`src/rtl/clt_pkg.sv`:
```
// Shared types and width helpers for the CLT noise-statistics checker.
package clt_pkg;

    typedef enum logic [1:0] {
        StIdle,
        StAccum,
        StDrain,
        StDone
    } clt_state_e;

    // Cycles spent in DRAIN while the square stage and accumulators finish the last sample.
    localparam int unsigned DrainCycles = 2;

    function automatic int unsigned sum_width(int unsigned in_w, int unsigned log2_win);
        return in_w + log2_win;
    endfunction

    function automatic int unsigned sq_width(int unsigned in_w, int unsigned log2_win);
        return 2 * in_w + log2_win;
    endfunction

endpackage

```
`src/rtl/clt_stat_monitor_if.sv`:
```
// Sample/control/result bundle of clt_stat_monitor; master drives samples, slave is the monitor.
interface clt_stat_monitor_if #(
    parameter int unsigned IN_WIDTH    = 14,
    parameter int unsigned LOG2_WINDOW = 10
);
    localparam int unsigned SUM_WIDTH = clt_pkg::sum_width(IN_WIDTH, LOG2_WINDOW);
    localparam int unsigned SQ_WIDTH  = clt_pkg::sq_width(IN_WIDTH, LOG2_WINDOW);

    logic                        start;
    logic signed [IN_WIDTH-1:0]  sample;
    logic                        sample_valid;
    logic                        ack;
    logic                        busy;
    logic                        done;
    logic signed [SUM_WIDTH-1:0] sum;
    logic [SQ_WIDTH-1:0]         sumsq;
    logic signed [IN_WIDTH-1:0]  smin;
    logic signed [IN_WIDTH-1:0]  smax;

    modport master (
        output start, sample, sample_valid, ack,
        input  busy, done, sum, sumsq, smin, smax
    );

    modport slave (
        input  start, sample, sample_valid, ack,
        output busy, done, sum, sumsq, smin, smax
    );

endinterface

```
`src/rtl/clt_sq_stage.sv`:
```
// Registered sample/square stage: captures an accepted sample and its unsigned square.
module clt_sq_stage #(
    parameter int unsigned IN_WIDTH = 14
) (
    input  logic                       clk_i,
    input  logic                       rst_i,
    input  logic                       in_valid_i,
    input  logic signed [IN_WIDTH-1:0] in_sample_i,
    output logic                       out_valid_o,
    output logic signed [IN_WIDTH-1:0] out_sample_o,
    output logic [2*IN_WIDTH-1:0]      out_sq_o
);

    logic                       valid_q, valid_d;
    logic signed [IN_WIDTH-1:0] sample_q, sample_d;
    logic [2*IN_WIDTH-1:0]      sq_q, sq_d;
    logic signed [2*IN_WIDTH-1:0] prod;

    // A signed square is never negative, so the raw bits are the unsigned square.
    assign prod = in_sample_i * in_sample_i;

    always_comb begin
        valid_d  = in_valid_i;
        sample_d = sample_q;
        sq_d     = sq_q;
        if (in_valid_i) begin
            sample_d = in_sample_i;
            sq_d     = prod;
        end
    end

    always_ff @(posedge clk_i) begin
        if (rst_i) begin
            valid_q  <= 1'b0;
            sample_q <= '0;
            sq_q     <= '0;
        end else begin
            valid_q  <= valid_d;
            sample_q <= sample_d;
            sq_q     <= sq_d;
        end
    end

    assign out_valid_o  = valid_q;
    assign out_sample_o = sample_q;
    assign out_sq_o     = sq_q;

endmodule

```
`src/rtl/clt_stat_monitor.sv`:
```
// Window statistics (sum, sum of squares, optional min/max) over 2^LOG2_WINDOW noise samples.
// Min/max tracking is built only when CLT_STAT_MINMAX_EN is defined.
module clt_stat_monitor
    import clt_pkg::*;
#(
    parameter int unsigned IN_WIDTH    = 14,
    parameter int unsigned LOG2_WINDOW = 10
) (
    input logic               clk,
    input logic               rst,
    clt_stat_monitor_if.slave bus
);

    localparam int unsigned SUM_WIDTH = sum_width(IN_WIDTH, LOG2_WINDOW);
    localparam int unsigned SQ_WIDTH  = sq_width(IN_WIDTH, LOG2_WINDOW);
    localparam logic [LOG2_WINDOW:0] CntLast = (LOG2_WINDOW + 1)'((1 << LOG2_WINDOW) - 1);
    localparam logic [1:0] DrainLast = 2'(DrainCycles - 1);

    clt_state_e                  state_q, state_d;
    logic [LOG2_WINDOW:0]        cnt_q, cnt_d;
    logic [1:0]                  drain_q, drain_d;
    logic                        accept, clear;
    logic                        stg_valid;
    logic signed [IN_WIDTH-1:0]  stg_sample;
    logic [2*IN_WIDTH-1:0]       stg_sq;
    logic signed [SUM_WIDTH-1:0] sum_q, sum_d;
    logic [SQ_WIDTH-1:0]         sumsq_q, sumsq_d;

    always_comb begin
        state_d = state_q;
        cnt_d   = cnt_q;
        drain_d = drain_q;
        accept  = 1'b0;
        clear   = 1'b0;
        unique case (state_q)
            StIdle: begin
                if (bus.start) begin
                    state_d = StAccum;
                    cnt_d   = '0;
                    clear   = 1'b1;
                end
            end
            StAccum: begin
                if (bus.sample_valid) begin
                    accept = 1'b1;
                    cnt_d  = cnt_q + 1'b1;
                    if (cnt_q == CntLast) begin
                        state_d = StDrain;
                        drain_d = '0;
                    end
                end
            end
            StDrain: begin
                if (drain_q == DrainLast) state_d = StDone;
                else                      drain_d = drain_q + 1'b1;
            end
            StDone: begin
                if (bus.ack) state_d = StIdle;
            end
            default: state_d = StIdle;
        endcase
    end

    always_ff @(posedge clk) begin
        if (rst) begin
            state_q <= StIdle;
            cnt_q   <= '0;
            drain_q <= '0;
        end else begin
            state_q <= state_d;
            cnt_q   <= cnt_d;
            drain_q <= drain_d;
        end
    end

    clt_sq_stage #(
        .IN_WIDTH(IN_WIDTH)
    ) u_sq_stage (
        .clk_i        (clk),
        .rst_i        (rst),
        .in_valid_i   (accept),
        .in_sample_i  (bus.sample),
        .out_valid_o  (stg_valid),
        .out_sample_o (stg_sample),
        .out_sq_o     (stg_sq)
    );

    always_comb begin
        sum_d   = sum_q;
        sumsq_d = sumsq_q;
        if (clear) begin
            sum_d   = '0;
            sumsq_d = '0;
        end else if (stg_valid) begin
            sum_d   = sum_q + {{LOG2_WINDOW{stg_sample[IN_WIDTH-1]}}, stg_sample};
            sumsq_d = sumsq_q + {{LOG2_WINDOW{1'b0}}, stg_sq};
        end
    end

    always_ff @(posedge clk) begin
        if (rst) begin
            sum_q   <= '0;
            sumsq_q <= '0;
        end else begin
            sum_q   <= sum_d;
            sumsq_q <= sumsq_d;
        end
    end

`ifdef CLT_STAT_MINMAX_EN
    localparam logic signed [IN_WIDTH-1:0] MaxPos = {1'b0, {(IN_WIDTH - 1){1'b1}}};
    localparam logic signed [IN_WIDTH-1:0] MinNeg = {1'b1, {(IN_WIDTH - 1){1'b0}}};

    logic signed [IN_WIDTH-1:0] min_q, min_d, max_q, max_d;

    // Extremes start at the opposite rails so the first sample always replaces both.
    always_comb begin
        min_d = min_q;
        max_d = max_q;
        if (clear) begin
            min_d = MaxPos;
            max_d = MinNeg;
        end else if (stg_valid) begin
            if (stg_sample < min_q) min_d = stg_sample;
            if (stg_sample > max_q) max_d = stg_sample;
        end
    end

    always_ff @(posedge clk) begin
        if (rst) begin
            min_q <= '0;
            max_q <= '0;
        end else begin
            min_q <= min_d;
            max_q <= max_d;
        end
    end

    assign bus.smin = min_q;
    assign bus.smax = max_q;
`else
    assign bus.smin = '0;
    assign bus.smax = '0;
`endif

    assign bus.busy  = (state_q == StAccum) || (state_q == StDrain);
    assign bus.done  = (state_q == StDone);
    assign bus.sum   = sum_q;
    assign bus.sumsq = sumsq_q;

endmodule

```
`src/flat_wrapper.sv`:
```
// flat-port wrapper written by rule: the top's interface ports become plain ports
module clt_stat_monitor_flat import clt_pkg::*;
#(
    parameter int unsigned IN_WIDTH    = 14,
    parameter int unsigned LOG2_WINDOW = 10
)
  (clk, rst, bus_start, bus_sample, bus_sample_valid, bus_ack, bus_busy, bus_done, bus_sum, bus_sumsq, bus_smin, bus_smax);
  clt_stat_monitor_if #(.IN_WIDTH(IN_WIDTH), .LOG2_WINDOW(LOG2_WINDOW)) bus_i ();
  input logic clk;
  input logic rst;
  input wire logic [$bits(bus_i.start)-1:0] bus_start;
  input wire logic [$bits(bus_i.sample)-1:0] bus_sample;
  input wire logic [$bits(bus_i.sample_valid)-1:0] bus_sample_valid;
  input wire logic [$bits(bus_i.ack)-1:0] bus_ack;
  output wire logic [$bits(bus_i.busy)-1:0] bus_busy;
  output wire logic [$bits(bus_i.done)-1:0] bus_done;
  output wire logic [$bits(bus_i.sum)-1:0] bus_sum;
  output wire logic [$bits(bus_i.sumsq)-1:0] bus_sumsq;
  output wire logic [$bits(bus_i.smin)-1:0] bus_smin;
  output wire logic [$bits(bus_i.smax)-1:0] bus_smax;
  assign bus_i.start = bus_start;
  assign bus_i.sample = bus_sample;
  assign bus_i.sample_valid = bus_sample_valid;
  assign bus_i.ack = bus_ack;
  assign bus_busy = bus_i.busy;
  assign bus_done = bus_i.done;
  assign bus_sum = bus_i.sum;
  assign bus_sumsq = bus_i.sumsq;
  assign bus_smin = bus_i.smin;
  assign bus_smax = bus_i.smax;
  clt_stat_monitor #(.IN_WIDTH(IN_WIDTH), .LOG2_WINDOW(LOG2_WINDOW)) u_core (.clk(clk), .rst(rst), .bus(bus_i));
endmodule
```
`config.mk`:
```
export PLATFORM = sky130hd
export DESIGN_NAME = clt_stat_monitor_flat
export DESIGN_NICKNAME = d
export VERILOG_FILES = /design/src/rtl/clt_pkg.sv /design/src/rtl/clt_stat_monitor_if.sv /design/src/rtl/clt_sq_stage.sv /design/src/rtl/clt_stat_monitor.sv /design/src/flat_wrapper.sv
export SDC_FILE = /design/constraint.sdc
export NUM_CORES = 1
export LEC_CHECK = 0
export CAP_MARGIN = 20
export CORE_UTILIZATION = 40
export CTS_BUF_LIST = sky130_fd_sc_hd__clkbuf_4
export DETAILED_ROUTE_END_ITERATION = 7
export PLACE_DENSITY = 0.65
export SLEW_MARGIN = 30
export SYNTH_ARGS = -nofsm -noshare
export SYNTH_HDL_FRONTEND = slang
export SYNTH_HIERARCHICAL = 1
export SYNTH_SLANG_ARGS = --single-unit
```
`constraint.sdc`:
```
create_clock -name clk -period 9.65 [get_ports clk]
set_input_delay 1.93 -clock clk [delete_from_list [all_inputs] [get_ports clk]]
set_output_delay 1.93 -clock clk [all_outputs]
set_load 0.1 [all_outputs]
```
# --- Word-level counts from Yosys, hierarchy flattened ---
# Cells that the tools add are included.
# Widths: inputs -> output; s select.
totals:
  register_bits: 120
  input_bits: 19
  word_cells: 49
op_classes:
  add_sub_neg: 4
  n_mul: 1
  n_eq_ne: 11
  muxes: 17
  n_reduce_logical: 8
ops:
  columns: ["operator", "n"]
  rows:
  - ["$add 38x28->38", 1]
  - ["$mul 14x14->28", 1]
  - ["$add 24x24->24", 1]
  - ["$mux 11", 2]
  - ["$pmux 11 s2", 1]
  - ["$mux 2", 8]
  - ["$add 11x1->11 const B", 1]
  - ["$eq 11x10->1 const B", 1]
  - ["$ne 2x2->1 const B", 4]
  - ["$pmux 2 s4", 1]
  - ["$reduce_and 5->1", 1]
  - ["$eq 2x1->1 const B", 2]
  - ["$eq 2x2->1 const B", 2]
  - ["$mux 1", 4]
  - ["$ne 2x1->1 const B", 2]
  - ["$pmux 2 s2", 1]
  - ["$reduce_and 4->1", 1]
  - ["$reduce_bool 2->1", 2]
  - ["$reduce_and 3->1", 1]
  - ["$add 2x1->2 const B", 1]
  - ["$logic_not 2->1", 1]
  - ["$reduce_or 2->1", 1]
  - ["$logic_or 1x1->1", 1]

# --- Logic depth before layout (Yosys ltp) ---
# Gate-level depths: netlist of the first run.
depth:
  depth_word: 4
  ltp_mapped: 23
  depth_no_buf: 22

# --- By module ---
# The synthesis of the first run kept the hierarchy.
by_module_without_submodules:
  columns: ["module", "instances", "cells_each", "area_per_inst_um2"]
  rows:
  - ["clt_sq_stage", 1, 897, 8399.3]
  - ["clt_stat_monitor", 1, 707, 5794.3]

# --- Worst setup path after synthesis of the first run ---
# No wires, ideal clock.
synth_path:
  kind: "input-to-reg"
  startpoint: "input bus_sample[2]"
  endpoint: "register u_core.u_sq_stage.sq_q[27] (netlist: u_core/u_sq_stage/out_sq_o[27])"
  setup_time_ps: 117
  arrival_ps: 8008
  t_required_ps: 9533
  setup_slack_ps: 1526
  cell_stages: 21
  path_cell_list: "clkbuf_1 -> buf_1 -> nand2_1 -> fa_1 -> fa_1 -> inv_1 -> fa_1 -> fa_1 -> fa_1 -> inv_1 -> fa_1 -> inv_1 -> ha_1 -> buf_2 -> a21o_1 -> a21o_1 -> a221oi_1 -> o221ai_2 -> o221ai_1 -> xnor2_1 -> a22o_1"
synth_via:
  elab_chain_cells: 1
synth_lines:
  columns: ["item", "line", "rtl"]
  rows:
  - ["start: declaration", "flat_wrapper.sv:12", "input wire logic [$bits(bus_i.sample)-1:0] bus_sample;"]
  - ["$mul 14x14->28", "clt_sq_stage.sv:20", "assign prod = in_sample_i * in_sample_i;"]
  - ["end signal: assignment", "clt_sq_stage.sv:40", "sq_q <= sq_d;"]
  - ["end: declaration", "clt_sq_stage.sv:16", "logic [2*IN_WIDTH-1:0] sq_q, sq_d;"]
# No other way between the ends.
# A chain may end at the register's enable or synchronous reset.

# --- Final worst setup path of the first run ---
# Same ends and word-level chain as after synthesis.

==> results.yml, run 1 <==
placed_design:
  pre_cts_ws_ns: 1.02
  place.gp.congestion: 0.934
  dp_hpwl_mm: 26.2
  portBuffers: 82
  dpl_cell_area_mm2: 0.0154
sta:
  setup_violations: 0
  min_period_over_period_pct: 83.7
  report.final.slew_viol_count: 0
  fin_crit_ns: 8.08
  final.setup_skew_ns: 0.0236
  setup_ws_ns: 1.57
  tns_ns: 0
  finalHoldViolCount: 0
  whs_ns: 0.494
  slew_headroom_pct: 31.3
  timing.fmax_mhz: 124
  tightestPinTransition_ns: 1.03
  rsz0062_at_grt: "no"
floorplanning:
  die_x_um: 190
  rows: 68
  ios: 111
  dieArea_mm2: 0.0362
  die_h_um: 190
  core_mm2: 0.0347
  initial_core_util_pct: 40.9
cts:
  cts_buffers: 17
  hold_buffers: 0
  htreeDepth: 4
  ctsResizeCount: 0
  ctsRootBufferMaster: "clkbuf_4"
  cts_tree: "done"
  cts_setup_buffers: 0
  path_clk_slew_ns: 0.11
  clk_latency_ns: 0.54
  clock-sinks: 118
  clockBufferDepth: 2
setup_path:
  crit_fanout: 9
  crit_type: "input port to flip-flop"
  endpoint_kind: "flip-flop"
  arrival_ns: 8.50
  crit_required_ns: 10.07
  reg2reg_slack_ns: 6.20
  start_kind: "input port"
synth:
  synth-edff-count: 0
  synth_top_area_share_pct: 25.1
  synth_top_cell_by_area: "fa_1"
  ys_types: 87
  synth_area_per_cell_um2: 8.85
  seq_area_frac_synth_pct: 16.6
  yosysMostFrequentCell: "inv_1"
  netlist_area_mm2: 0.0142
  netlist_top_cells_count: "269 x inv_1, 178 x fa_1, 128 x nor2_1"
  ys_seq_elements: 118
  synth_ff_type: "dfxtp_1"
  synth-async-reset-ratio_pct: 0
  synthCells: 1604
  ys_warn_count: 6
  synth_area_leaders: "fa_1 25%, dfxtp_1 17%, ha_1 11%"
routing:
  drc: 0
  routed_wl_mm: 32.9
  via_count: 10900
  routedWlPerCell_um: 15.4
  drt_iter0_drc: 658
  viasPerCell: 5.12
  drtPass1Iterations: 6
  ant_nets: 0
global_routing:
  grt_pass1_vias: 10900
  grt_max_degree: 68
  grt_pass1_wl_mm: 54.7
  antenna_found_initial: 1
  gr-total-overflow: 0
  track_usage_pct: 18.7
power_and_ir_drop:
  pwr-share-comb_pct: 83.4
  clock_power_share_pct: 6.6
  power.leakage_nw: 7.36
  p_sw_mw: 2.96
  p_seq_share_pct: 10.0
  internal_power_mw: 2.64
  powerDensity_mw_per_mm2: 357
  finalPower_mw: 5.60
  peakVddDrop_mv: 0.316
  sw_frac_of_total_pct: 52.9
min_path:
  min_path_type: "flip-flop to flip-flop"
status:
  outcome: "finished clean"
final_layout:
  nFillCells: 3435
  nets: 1991
  layout-area-overhead-vs-synth_pct: 10.4
  drive_gt1_share_pct: 5.23
  design_area_mm2: 0.0157
run:
  maxCapViolCount: 0
cell type report:
cell class	count	area, um2	area share, %
Antenna cell	1	2.50	0.0160
Clock buffer	18	135	0.862
Clock inverter	14	140	0.894
Inverter	270	1010	6.47
Multi-Input combinational cell	1164	10500	66.9
Sequential cell	118	2360	15.1
Tap cell	455	569	3.63
Timing Repair Buffer	99	963	6.15
power groups by stage:
stage | combinational, mW | sequential [mW] | clock (mW)
finish | 4.67 | 0.561 | 0.368
global route | 5.26 | 0.565 | 0.404
CTS | 4.66 | 0.561 | 0.379
detailed placement | 4.64 | 0.572 | 0
global placement | 4.55 | 0.572 | 0
floorplan | 3.72 | 0.583 | 0
sequential cells by signal (all words and copies together) (netlist names):
register and flops:
u_core/u_sq_stage/out_sample_o 14, u_core/bus.sum 24, u_core/u_sq_stage/out_sq_o 26, u_core/state_q 2
u_core/bus.sumsq 38, u_core/drain_q 2, u_core/cnt_q 11, u_core/u_sq_stage/out_valid_o 1
placed cells by master, fill, tap and decap left out, drive strengths merged, types with 6 or more instances in the layout:
| cell | n |
|---|---|
| or3 | 15 |
| ha | 124 |
| and2 | 48 |
| a211o | 6 |
| nor2 | 128 |
| clkinv | 11 |
| nor2b | 22 |
| a31oi | 13 |
| xnor2 | 52 |
| and3 | 13 |
| inv | 269 |
| xor2 | 26 |
| nand3b | 6 |
| fa | 178 |
| a211oi | 16 |
| clkbuf | 18 |
| a21o | 36 |
| o21bai | 9 |
| nand3 | 19 |
| nand2 | 104 |
| nand4 | 11 |
| o21ai | 50 |
| o21a | 13 |
| mux2i | 58 |
| a21oi | 80 |
| dfxtp | 118 |
| a22o | 7 |
| nand2b | 10 |
| conb | 29 |
| clkdlybuf4s50 | 81 |
| nor3 | 14 |
| buf | 18 |
cells by family after synthesis:
family,Yosys count,share of synthesized area [%]
simple gates,412,14.1
buf+inv,349,10.2
fa+ha+maj,302,36.0
compound gates,283,13.9
flops,118,16.6
xor+xnor,78,4.81
mux,60,4.25
other cells,2,0.0529
per-stage QoR:
stage	util [%]	instances
detailed placement	44.3	2105
global placement	44.3	2105
floorplan	-	1631
global route	45.1	2139
finish	45.1	2139
CTS	45.1	2137
per-layer routing:
layer	GRT usage (%)	vias to the layer above	share of wire, %
li1	-	5351	-
met1	25.9	5294	48
met2	31.3	266	46
met3	2.28	32	4.4
met4	4.06	0	1.0
met5	0	-	0
critical path: stages:
cell and delay, ns:
clkdlybuf4s50_1 0.63, nand2_1 0.19, fa_1 0.55, fa_1 0.88
inv_1 0.20, fa_1 0.59, fa_1 0.44, fa_1 0.57
inv_1 0.06, fa_1 0.50, inv_1 0.04, ha_1 0.41
and3_2 0.25, and2_1 0.15, a221oi_1 0.40, o221ai_2 0.18
o221ai_1 0.24, xnor2_1 0.11, a22o_1 0.19
path summary, 6_finish.rpt:
check | endpoint | from | depth (start not counted)
hold / removal | u_core/bus.sumsq[37] | u_core/bus.sumsq[37] | 2
setup / recovery | u_core/u_sq_stage/out_sq_o[27] | bus_sample[2] | 19
hold reg to reg | u_core/bus.sumsq[37] | u_core/bus.sumsq[37] | 2
setup reg to reg | u_core/bus.sumsq[30] | u_core/u_sq_stage/out_sample_o[0] | 12
Power figures use the tool's default switching activity.
==> inputs of run 2 (changes only) <==
- PLACE_DENSITY: 0.65 -> 0.68
- clock period: 9.65 -> 6.7 ns (I/O delays scaled with it)
==> run 2 against run 1 <==
Worst setup slack got worse by 1.4 ns. Register-to-register slack got worse by 2.9 ns. Die area did not move. Final area rose by 11%. Critical path depth rose by 1. Hold slack got worse by 0.0093 ns. Routed wire length rose by 3.8%. Via count rose by 5.8%. Critical endpoint is now u_core/u_sq_stage/out_sq_o[26]. Largest cell class unchanged.
==> results.yml, run 2 (synthesis gave the netlist of run 1 again) <==
sta:
  fin_crit_ns: 6.56
  timing.fmax_mhz: 152
  whs_ns: 0.485
  report.final.slew_viol_count: 0
  tightestPinTransition_ns: 1.03
  setup_violations: 0
  finalHoldViolCount: 0
  final.setup_skew_ns: 0.0333
  min_period_over_period_pct: 97.9
  setup_ws_ns: 0.141
  slew_headroom_pct: 31.2
setup_path:
  crit_type: "input port to flip-flop"
  worstRegToRegCells: 12
  reg2reg_slack_ns: 3.33
  endpoint_kind: "flip-flop"
  r2r-end: "u_core/bus.sumsq[36]"
  crit_required_ns: 7.13
  crit_fanout: 5
  start_kind: "input port"
  critical_path.startpoint: "bus_sample[0]"
  arrival_ns: 6.99
  r2r-start: "u_core/u_sq_stage/out_sample_o[0]"
cts:
  cts_tree: "done"
  ctsRootBufferMaster: "clkbuf_4"
  path_clk_slew_ns: 0.12
  clk_latency_ns: 0.56
  hold_buffers: 0
  clock-sinks: 118
  cts_buffers: 17
  htreeDepth: 4
  clockBufferDepth: 2
global_routing:
  grt_pass1_vias: 11600
  grt_max_degree: 68
  track_usage_pct: 19.1
  gr-total-overflow: 0
  antenna_found_initial: 1
  grt_pass1_wl_mm: 56.0
placed_design:
  place.gp.congestion: 0.912
  portBuffers: 82
  dp_hpwl_mm: 27.2
  dpl_cell_area_mm2: 0.0166
  pre_cts_ws_ns: -0.713
final_layout:
  utilization_pct: 50.3
  drive_gt1_share_pct: 17.5
  design_area_mm2: 0.0175
  nets: 2146
  layout-area-overhead-vs-synth_pct: 23.1
  largest_register_ffs: 38
  layout_commonest_cell: "inv_1"
  nFillCells: 3183
  layout_common_cells: "256 x inv_1, 171 x fa_1, 150 x buf_4, 125 x nor2_1, 117 x dfxtp_1"
min_path:
  min_path_type: "flip-flop to flip-flop"
  min_to: "u_core/bus.sumsq[37]"
  whs_path_depth: 2
  min_from: "u_core/bus.sumsq[37]"
routing:
  routed_wl_mm: 34.2
  ant_nets: 0
  drt_iter0_drc: 676
  drc: 0
  routedWlPerCell_um: 14.9
  drtPass1Iterations: 5
  viasPerCell: 5.04
  via_count: 11600
floorplanning:
  rows: 68
  die_h_um: 190
  ios: 111
  dieArea_mm2: 0.0362
  die_x_um: 190
  core_mm2: 0.0347
  initial_core_util_pct: 40.9
status:
  outcome: "finished clean"
run:
  maxCapViolCount: 0
## run 2: cell types whose count changed in the layout (fill, tap and decap cells not counted), moves of 9 or more
cell	change
buf_4	+134
clkdlybuf4s50_1	-15
ha_1	-13
ha_4	+13
inv_1	-13
inv_2	+9
## run 2: final cells by class
cell class                 instances  area, um2  share of cell area, %
antenna                            1       2.50                 0.0143
clock buffer                      17        128                  0.730
clock inverter                    15        215                   1.23
inverter                         270       1030                   5.88
multi-input combinational       1164      10800                   61.9
sequential                       118       2360                   13.5
tap                              455        569                   3.26
timing repair buffer             254       2340                   13.4
## run 2: metrics by stage
stage	TNS, ns	cells
2_1_floorplan	-0.0298	1631
3_3_place_gp	-7.95	2236
3_5_place_dp	-9.26	2236
4_1_cts	0	2282
5_1_grt	-0.00220	2294
6_report	0	2294
## run 2: worst max-delay path, stage by stage
cell and delay, ns:
clkdlybuf4s50_1 0.48, buf_6 0.14, nor2b_1 0.07, fa_1 0.53
inv_1 0.07, fa_1 0.43, inv_1 0.09, fa_1 0.43
fa_1 0.51, fa_1 0.51, inv_1 0.05, fa_1 0.53
inv_1 0.06, ha_4 0.16, a21o_1 0.15, a211o_2 0.37
a2111oi_4 0.35, nor4_2 0.09, or3_1 0.38, a32o_1 0.24
## run 2: routing by layer
metal | GRT usage [%] | up-vias | part of all wire, %
met1 | 26.1 | 5601 | 47
li1 | - | 5669 | -
met2 | 31.8 | 256 | 47
met4 | 5.45 | 0 | 2.1
met3 | 1.93 | 47 | 3.7
met5 | 0 | - | 0
## run 2: what timing repair did
action	in CTS	in global routing
cloned	4	1
buffers inserted	10	10
gates resized for setup	22	55
endpoints found under the setup margin	8	13
pin swaps	6	41
## run 2: worst max-delay path by stage
stage,end,slack [ns],cells past startpoint
global placement,u_core/u_sq_stage/out_sq_o[26],-0.65,22
detailed placement,u_core/u_sq_stage/out_sq_o[26],-0.71,22
floorplan,u_core/u_sq_stage/out_sq_o[25],-0.03,20
CTS,u_core/u_sq_stage/out_sq_o[18],0.004,25
global route,u_core/u_sq_stage/out_sq_o[18],-0.002,25
finish,u_core/u_sq_stage/out_sq_o[26],0.14,20
Power of run 2 is not shown: default switching activity piles up to over one toggle a cycle in this logic, so the estimate is an artifact.
